<file path="config.mk">
export PLATFORM = sky130hd
export DESIGN_NAME = clk_div_bank
export DESIGN_NICKNAME = d
export VERILOG_FILES = /design/src/rtl/clk_div_bank_pkg.sv /design/src/rtl/clk_div_chan.sv /design/src/rtl/clk_div_bank.sv
export SDC_FILE = /design/constraint.sdc
export NUM_CORES = 1
export LEC_CHECK = 0
export ABC_CLOCK_PERIOD_IN_PS = 4200
export BUFFER_PORTS_ARGS = -buffer_cell sky130_fd_sc_hd__buf_2
export CORE_MARGIN = 3
export CORE_UTILIZATION = 55
export CTS_CLUSTER_SIZE = 24
export DETAILED_ROUTE_END_ITERATION = 7
export GPL_TIMING_DRIVEN = 0
export PLACE_DENSITY = 0.84
export SYNTH_ARGS = -nofsm -noshare
export SYNTH_HDL_FRONTEND = slang
export SYNTH_SLANG_ARGS = --single-unit
</file>
<file path="constraint.sdc">
create_clock -name clk -period 4.2 [get_ports clk]
set_input_delay 0.63 -clock clk [delete_from_list [all_inputs] [get_ports clk]]
set_output_delay 0.63 -clock clk [all_outputs]
set_load 0.02 [all_outputs]
</file>
<file path="src/rtl/clk_div_bank_pkg.sv">
// Shared definitions for the programmable clock-divider bank: common
// divisor presets for a 50 MHz board clock and width helper functions.
package clk_div_bank_pkg;

  // Half-period divisors at 50 MHz (tick period D, square wave period 2*D).
  localparam int unsigned DIV_1HZ   = 32'd25000000;
  localparam int unsigned DIV_1KHZ  = 32'd25000;
  localparam int unsigned DIV_10KHZ = 32'd2500;

  // Ceiling log2 used to size the channel-select field.
  function automatic int clog2(input int value);
    int result;
    int remain;
    result = 0;
    remain = value - 1;
    while (remain > 0) begin
      result = result + 1;
      remain = remain >> 1;
    end
    return result;
  endfunction

  // Channel-select width; a single channel still gets a one-bit field.
  function automatic int chan_sel_width(input int nch);
    int bits;
    bits = clog2(nch);
    return (bits < 1) ? 1 : bits;
  endfunction

endpackage

</file>
<file path="src/rtl/clk_div_chan.sv">
// One divider channel: counter, active/pending divisor registers and the
// registered tick and square-wave outputs. Divisor changes are held
// pending and only take effect at a period boundary so no period is cut short.
module clk_div_chan
  import clk_div_bank_pkg::*;
#(
  parameter int          W       = 26,
  parameter int unsigned DEF_DIV = DIV_1HZ
) (
  input  logic         clk,
  input  logic         reset,
  input  logic         i_enable,
  input  logic         i_sync,
  input  logic         i_wr_en,
  input  logic [W-1:0] i_wr_div,
  output logic         o_tick,
  output logic         o_clk_out,
  output logic         o_pend
);

  logic [W-1:0] r_cnt;
  logic [W-1:0] r_act_div;
  logic [W-1:0] r_pend_div;
  logic         r_pend;
  logic         r_tick;
  logic         r_clk_out;

  logic [W-1:0] w_last;
  logic [W-1:0] w_cnt_inc;
  logic [W-1:0] w_wr_val;
  logic         w_tc;
  logic         w_apply;

  // The ">=" also catches a counter left beyond a divisor that shrank while
  // the channel was disabled, so it wraps on the next enabled edge.
  assign w_last    = r_act_div - W'(1);
  assign w_cnt_inc = r_cnt + W'(1);
  assign w_tc      = i_enable && (r_cnt >= w_last);

  // A zero divisor would never reach terminal count, so it becomes 1.
  assign w_wr_val  = (i_wr_div == '0) ? W'(1) : i_wr_div;

  // A pending divisor is safe to adopt on sync, while idle, or at the end
  // of the current period; never in the middle of an enabled period.
  assign w_apply   = r_pend && (i_sync || !i_enable || w_tc);

  // Counter, tick pulse and square wave; sync restarts the phase.
  always_ff @(posedge clk) begin
    if (reset) begin
      r_cnt     <= '0;
      r_tick    <= 1'b0;
      r_clk_out <= 1'b0;
    end else if (i_sync) begin
      r_cnt     <= '0;
      r_tick    <= 1'b0;
      r_clk_out <= 1'b0;
    end else if (i_enable) begin
      if (w_tc) begin
        r_cnt     <= '0;
        r_tick    <= 1'b1;
        r_clk_out <= ~r_clk_out;
      end else begin
        r_cnt  <= w_cnt_inc;
        r_tick <= 1'b0;
      end
    end else begin
      r_tick <= 1'b0;
    end
  end

  // Divisor bookkeeping; a write on the same edge as an apply leaves the
  // new value pending while the older one goes active.
  always_ff @(posedge clk) begin
    if (reset) begin
      r_act_div  <= W'(DEF_DIV);
      r_pend_div <= '0;
      r_pend     <= 1'b0;
    end else begin
      if (w_apply) begin
        r_act_div <= r_pend_div;
      end
      if (i_wr_en) begin
        r_pend_div <= w_wr_val;
        r_pend     <= 1'b1;
      end else if (w_apply) begin
        r_pend     <= 1'b0;
      end
    end
  end

  assign o_tick    = r_tick;
  assign o_clk_out = r_clk_out;
  assign o_pend    = r_pend;

endmodule

</file>
<file path="src/rtl/clk_div_bank.sv">
// Bank of NCH independent programmable clock dividers sharing one board
// clock, one divisor write port and a common phase-align input.
module clk_div_bank
  import clk_div_bank_pkg::*;
#(
  parameter int          NCH     = 4,
  parameter int          W       = 26,
  parameter int unsigned DEF_DIV = DIV_1HZ,
  parameter int          CW      = chan_sel_width(NCH)
) (
  input  logic           clk,
  input  logic           reset,
  input  logic [NCH-1:0] i_enable,
  input  logic           i_sync,
  input  logic           i_wr_en,
  input  logic [CW-1:0]  i_wr_ch,
  input  logic [W-1:0]   i_wr_div,
  output logic [NCH-1:0] o_tick,
  output logic [NCH-1:0] o_clk_out,
  output logic [NCH-1:0] o_pend
);

  logic           w_addr_ok;
  logic [NCH-1:0] w_wr_hit;

  // Addresses past the last channel are dropped rather than aliased.
  assign w_addr_ok = (int'(i_wr_ch) < NCH);

  // One-hot write decode so each channel sees only its own strobe.
  always_comb begin
    w_wr_hit = '0;
    if (i_wr_en && w_addr_ok) begin
      for (int k = 0; k < NCH; k++) begin
        if (i_wr_ch == CW'(k)) begin
          w_wr_hit[k] = 1'b1;
        end
      end
    end
  end

  for (genvar g = 0; g < NCH; g++) begin : g_chan
    clk_div_chan #(
      .W       (W),
      .DEF_DIV (DEF_DIV)
    ) u_chan (
      .clk       (clk),
      .reset     (reset),
      .i_enable  (i_enable[g]),
      .i_sync    (i_sync),
      .i_wr_en   (w_wr_hit[g]),
      .i_wr_div  (i_wr_div),
      .o_tick    (o_tick[g]),
      .o_clk_out (o_clk_out[g]),
      .o_pend    (o_pend[g])
    );
  end

endmodule

</file>
==> flow_summary.toml <==
[worst_setup_path]
worstSetupPathType = "reg -> reg"
cp_data_arrival_time_ns = 4.71
r2r_cells = 14
crit_path_end_kind = "flip-flop"
r2r_setup_slack_ns = -0.08
crit_fanout = 10
r2r_end = "g_chan[2].u_chan.r_act_div[14]$_SDFFE_PP1P_"
crit_required_ns = 4.62
crit_path_start_kind = "flip-flop"
cp-endpoint = "g_chan[2].u_chan.r_act_div[14]$_SDFFE_PP1P_"
startpoint = "g_chan[2].u_chan.r_act_div[12]$_SDFFE_PP1P_"
r2r-start = "g_chan[2].u_chan.r_act_div[12]$_SDFFE_PP1P_"

[job]
maxCapViolCount = 0

[routing]
drcViolationCount = 0
ant_nets = 0
dr.pass1.iters = 5
wl_per_cell_um = 17.2
vias = 14500
drtIter0Drc = 1215
viasPerCell = 5.82
wirelength_mm = 42.9

[floorplanning]
coreArea_mm2 = 0.0291
io_pins = 48
die_area_mm2 = 0.0321
fp.dieW_um = 179
num_rows = 62
die_h_um = 179
initial_core_util_pct = 56.7

[clock_network]
cts_hold_buf = 0
path_clk_slew_ns = 0.06
clock-root-buffer = "clkbuf_16"
htree_levels = 2
cts_tree = "built"
cts.sink_count = 324
cts_made_buffers = 35
clockBufferDepth = 3
clock_latency_ns = 0.52

[place]
dp_slack_ns = -0.414
dp_hpwl_mm = 29.6
dp_cells = 2409
io_buffers = 43
gp_congestion = 0.887

[global_route]
grt_pass1_vias = 14200
grt_overflow = 0
grt_use_total_pct = 26.1
grt_max_degree = 14
antenna_found_initial = 1
grt_first_pass_wirelength_mm = 68.9

[status]
outcome = "finished, violations left"
violations = "negative setup slack"

[sta]
rsz0062_at_grt = "yes"
final_hold_viol_count = 0
finalSetupViolCount = 25
finalCritPeriodShare_pct = 102
finalMaxSlewViolations = 0
worst_slew_pin_slew_ns = 1.29
worst_slack_ns = -0.0844
maxSlewHeadroom_pct = 13.4
finalClockSkew_ns = 0.0173
final.min_clock_period_ns = 4.28
timing.fmax_mhz = 233

[final_layout]
n_fill_cell = 2214
diodes = 0
post-route-util_pct = 65.3
finalNonFillerCells = 2495
fin_nets = 2235
layout-drive-gt1-share_pct = 10.8
syn_to_final_growth_pct = 15.1

[synth]
synth_top_cell_by_area = "dfxtp_1"
yosys.area.top_type_share_pct = 39.3
syn_inst = 1982
synth_ff_type = "dfxtp_1"
synth-edff-count = 0
synthesis.area_mm2 = 0.0165
async_flop_share_pct = 0
synth_seq_area_share_pct = 39.3
ys_warn_count = 0
ys_ff_latch = 324
avgSynthCellArea_um2 = 8.32
synth_fp_nets = 2130
synth_area_leaders = "dfxtp_1 (39%), ha_1 (8.5%), nand2_1 (6.6%)"
synth_cell_type_count = 51

[power]
powerDensity_mw_per_mm2 = 350
power.leakage_nw = 7.09
ir_drop_mv = 0.366

[hold_path]
hp-class = "in -> reg"
==> sequential cells by signal, indices dropped and copies added, names as in the netlist <==
| name | cells |
|---|---|
| g_chan.u_chan.r_act_div | 104 |
| g_chan.u_chan.r_cnt | 104 |
| g_chan.u_chan.o_tick | 4 |
| g_chan.u_chan.o_pend | 4 |
| g_chan.u_chan.o_clk_out | 4 |
| g_chan.u_chan.r_pend_div | 104 |
==> worst min-delay path by stage <==
stage	from	end	slack [ns]	depth (start not counted)
after detailed placement	g_chan[3].u_chan.r_pend_div[24]$_SDFFE_PP0P_	g_chan[3].u_chan.r_act_div[24]$_SDFFE_PP1P_	0.45	1
after global routing	i_wr_div[21]	g_chan[1].u_chan.r_pend_div[21]$_SDFFE_PP0P_	0.42	3
after global placement	g_chan[1].u_chan.r_pend_div[1]$_SDFFE_PP0P_	g_chan[1].u_chan.r_pend_div[1]$_SDFFE_PP0P_	0.44	2
final	i_wr_div[3]	g_chan[1].u_chan.r_pend_div[3]$_SDFFE_PP0P_	0.43	3
after CTS	i_wr_div[25]	g_chan[2].u_chan.r_pend_div[25]$_SDFFE_PP0P_	0.41	3
after floorplan	g_chan[3].u_chan.r_pend_div[24]$_SDFFE_PP0P_	g_chan[3].u_chan.r_act_div[24]$_SDFFE_PP1P_	0.44	1
==> worst max-delay path: stages, from the launching register on <==
cell and delay [ns]:
dfxtp_2 0.32, or4_4 0.55, or4_4 0.50, or3_4 0.38, nor4_4 0.19, xnor2_2 0.15
ha_1 0.27, a21o_1 0.19, a21o_1 0.17, a211o_1 0.30, or3_4 0.35, o31a_1 0.33
buf_6 0.15, buf_12 0.15, mux2i_1 0.19
==> cell usage after synthesis (4+ instances only) <==
library cell	n
nor2_1	269
nor2b_1	6
a211oi_1	11
nor4_1	24
buf_4	12
xnor2_1	110
nor3b_1	8
or3_1	15
and4_1	4
a21o_1	11
clkbuf_1	74
xor2_1	78
nand2b_1	62
o21ai_0	17
dfxtp_1	324
a41oi_1	5
nor3_1	80
a21oi_1	172
nand3_1	57
buf_2	6
nand4_1	36
ha_1	112
or2_2	4
o41a_1	4
or4_1	11
mux2i_1	81
nand2_1	290
and2_1	5
and3_1	29
inv_1	25
==> kinds of logic after synthesis <==
kind of cell / synth area share [%]
xor gates and xnor gates: 9.98
DFF: 39.3
buffers and inverters: 3.21
muxes: 4.92
and+or+nand+nor: 25.8
adders and majority gates: 8.50
AOI/OAI and AO/OA: 8.29
==> timing repair <==
action	CTS	global route
setup buffers	13	14
hold endpoints to repair	0	0
resized for setup	50	87
endpoints found under the setup margin	193	205
pin swaps	12	15
==> routing by layer <==
layer	share of wire, %	wire length (um)	vias up	track usage, %
li1	-	-	6971	-
met1	41	17500	6910	32.6
met2	48	20400	504	44.7
met3	7.7	3300	145	4.57
met4	4.0	1700	2	10.5
met5	0.030	13	-	0
==> placed cells by master, fill, tap and decap left out, drive strengths merged, types with 6 or more instances in the layout <==
cell type / synthesis / layout
nand2: 290 / 290
xnor2: 110 / 110
or4: 12 / 12
buf: 22 / 99
or3: 16 / 16
mux2i: 81 / 81
nor2b: 6 / 6
and2: 6 / 6
nand4: 36 / 36
dfxtp: 324 / 324
o21ai: 17 / 17
clkbuf: 74 / 116
a21o: 11 / 11
nand2b: 62 / 62
xor2: 78 / 78
inv: 25 / 26
nand3: 57 / 57
nor2: 269 / 269
nor4: 27 / 27
a211oi: 12 / 12
a21oi: 172 / 172
nor3: 82 / 82
nor3b: 9 / 9
and3: 29 / 29
ha: 112 / 112
==> power breakdown <==
part	internal [mW]	leakage [nW]	switching [mW]
Clock	1.81	0.553	1.24
Combinational	0.147	3.91	0.271
Sequential	3.13	2.62	0.0526
Total	5.09	7.09	1.57
==> final cells by class <==
class,count,area [um2],area share (%)
Multi-Input combinational cell,1537,9810,51.7
Sequential cell,324,6500,34.2
Clock buffer,51,1020,5.36
Buffer,94,547,2.88
Tap cell,384,480,2.53
Timing Repair Buffer,70,422,2.22
Clock inverter,10,120,0.633
Inverter,25,93.8,0.494
==> metrics by stage <==
stage | hold slack [ns] | setup TNS, ns | instance area, um2 | total power, mW
global placement | 0.442 | -26.84 | 17200 | 3.60
CTS | 0.409 | -0.104 | 18600 | 6.64
floorplan | 0.435 | 0 | 16500 | 3.48
global route | 0.423 | -7.37 | 19000 | 6.86
finish | 0.428 | -0.947 | 19000 | 6.65
detailed placement | 0.446 | -47.71 | 17200 | 3.62
(Power assumes the default switching activity.)
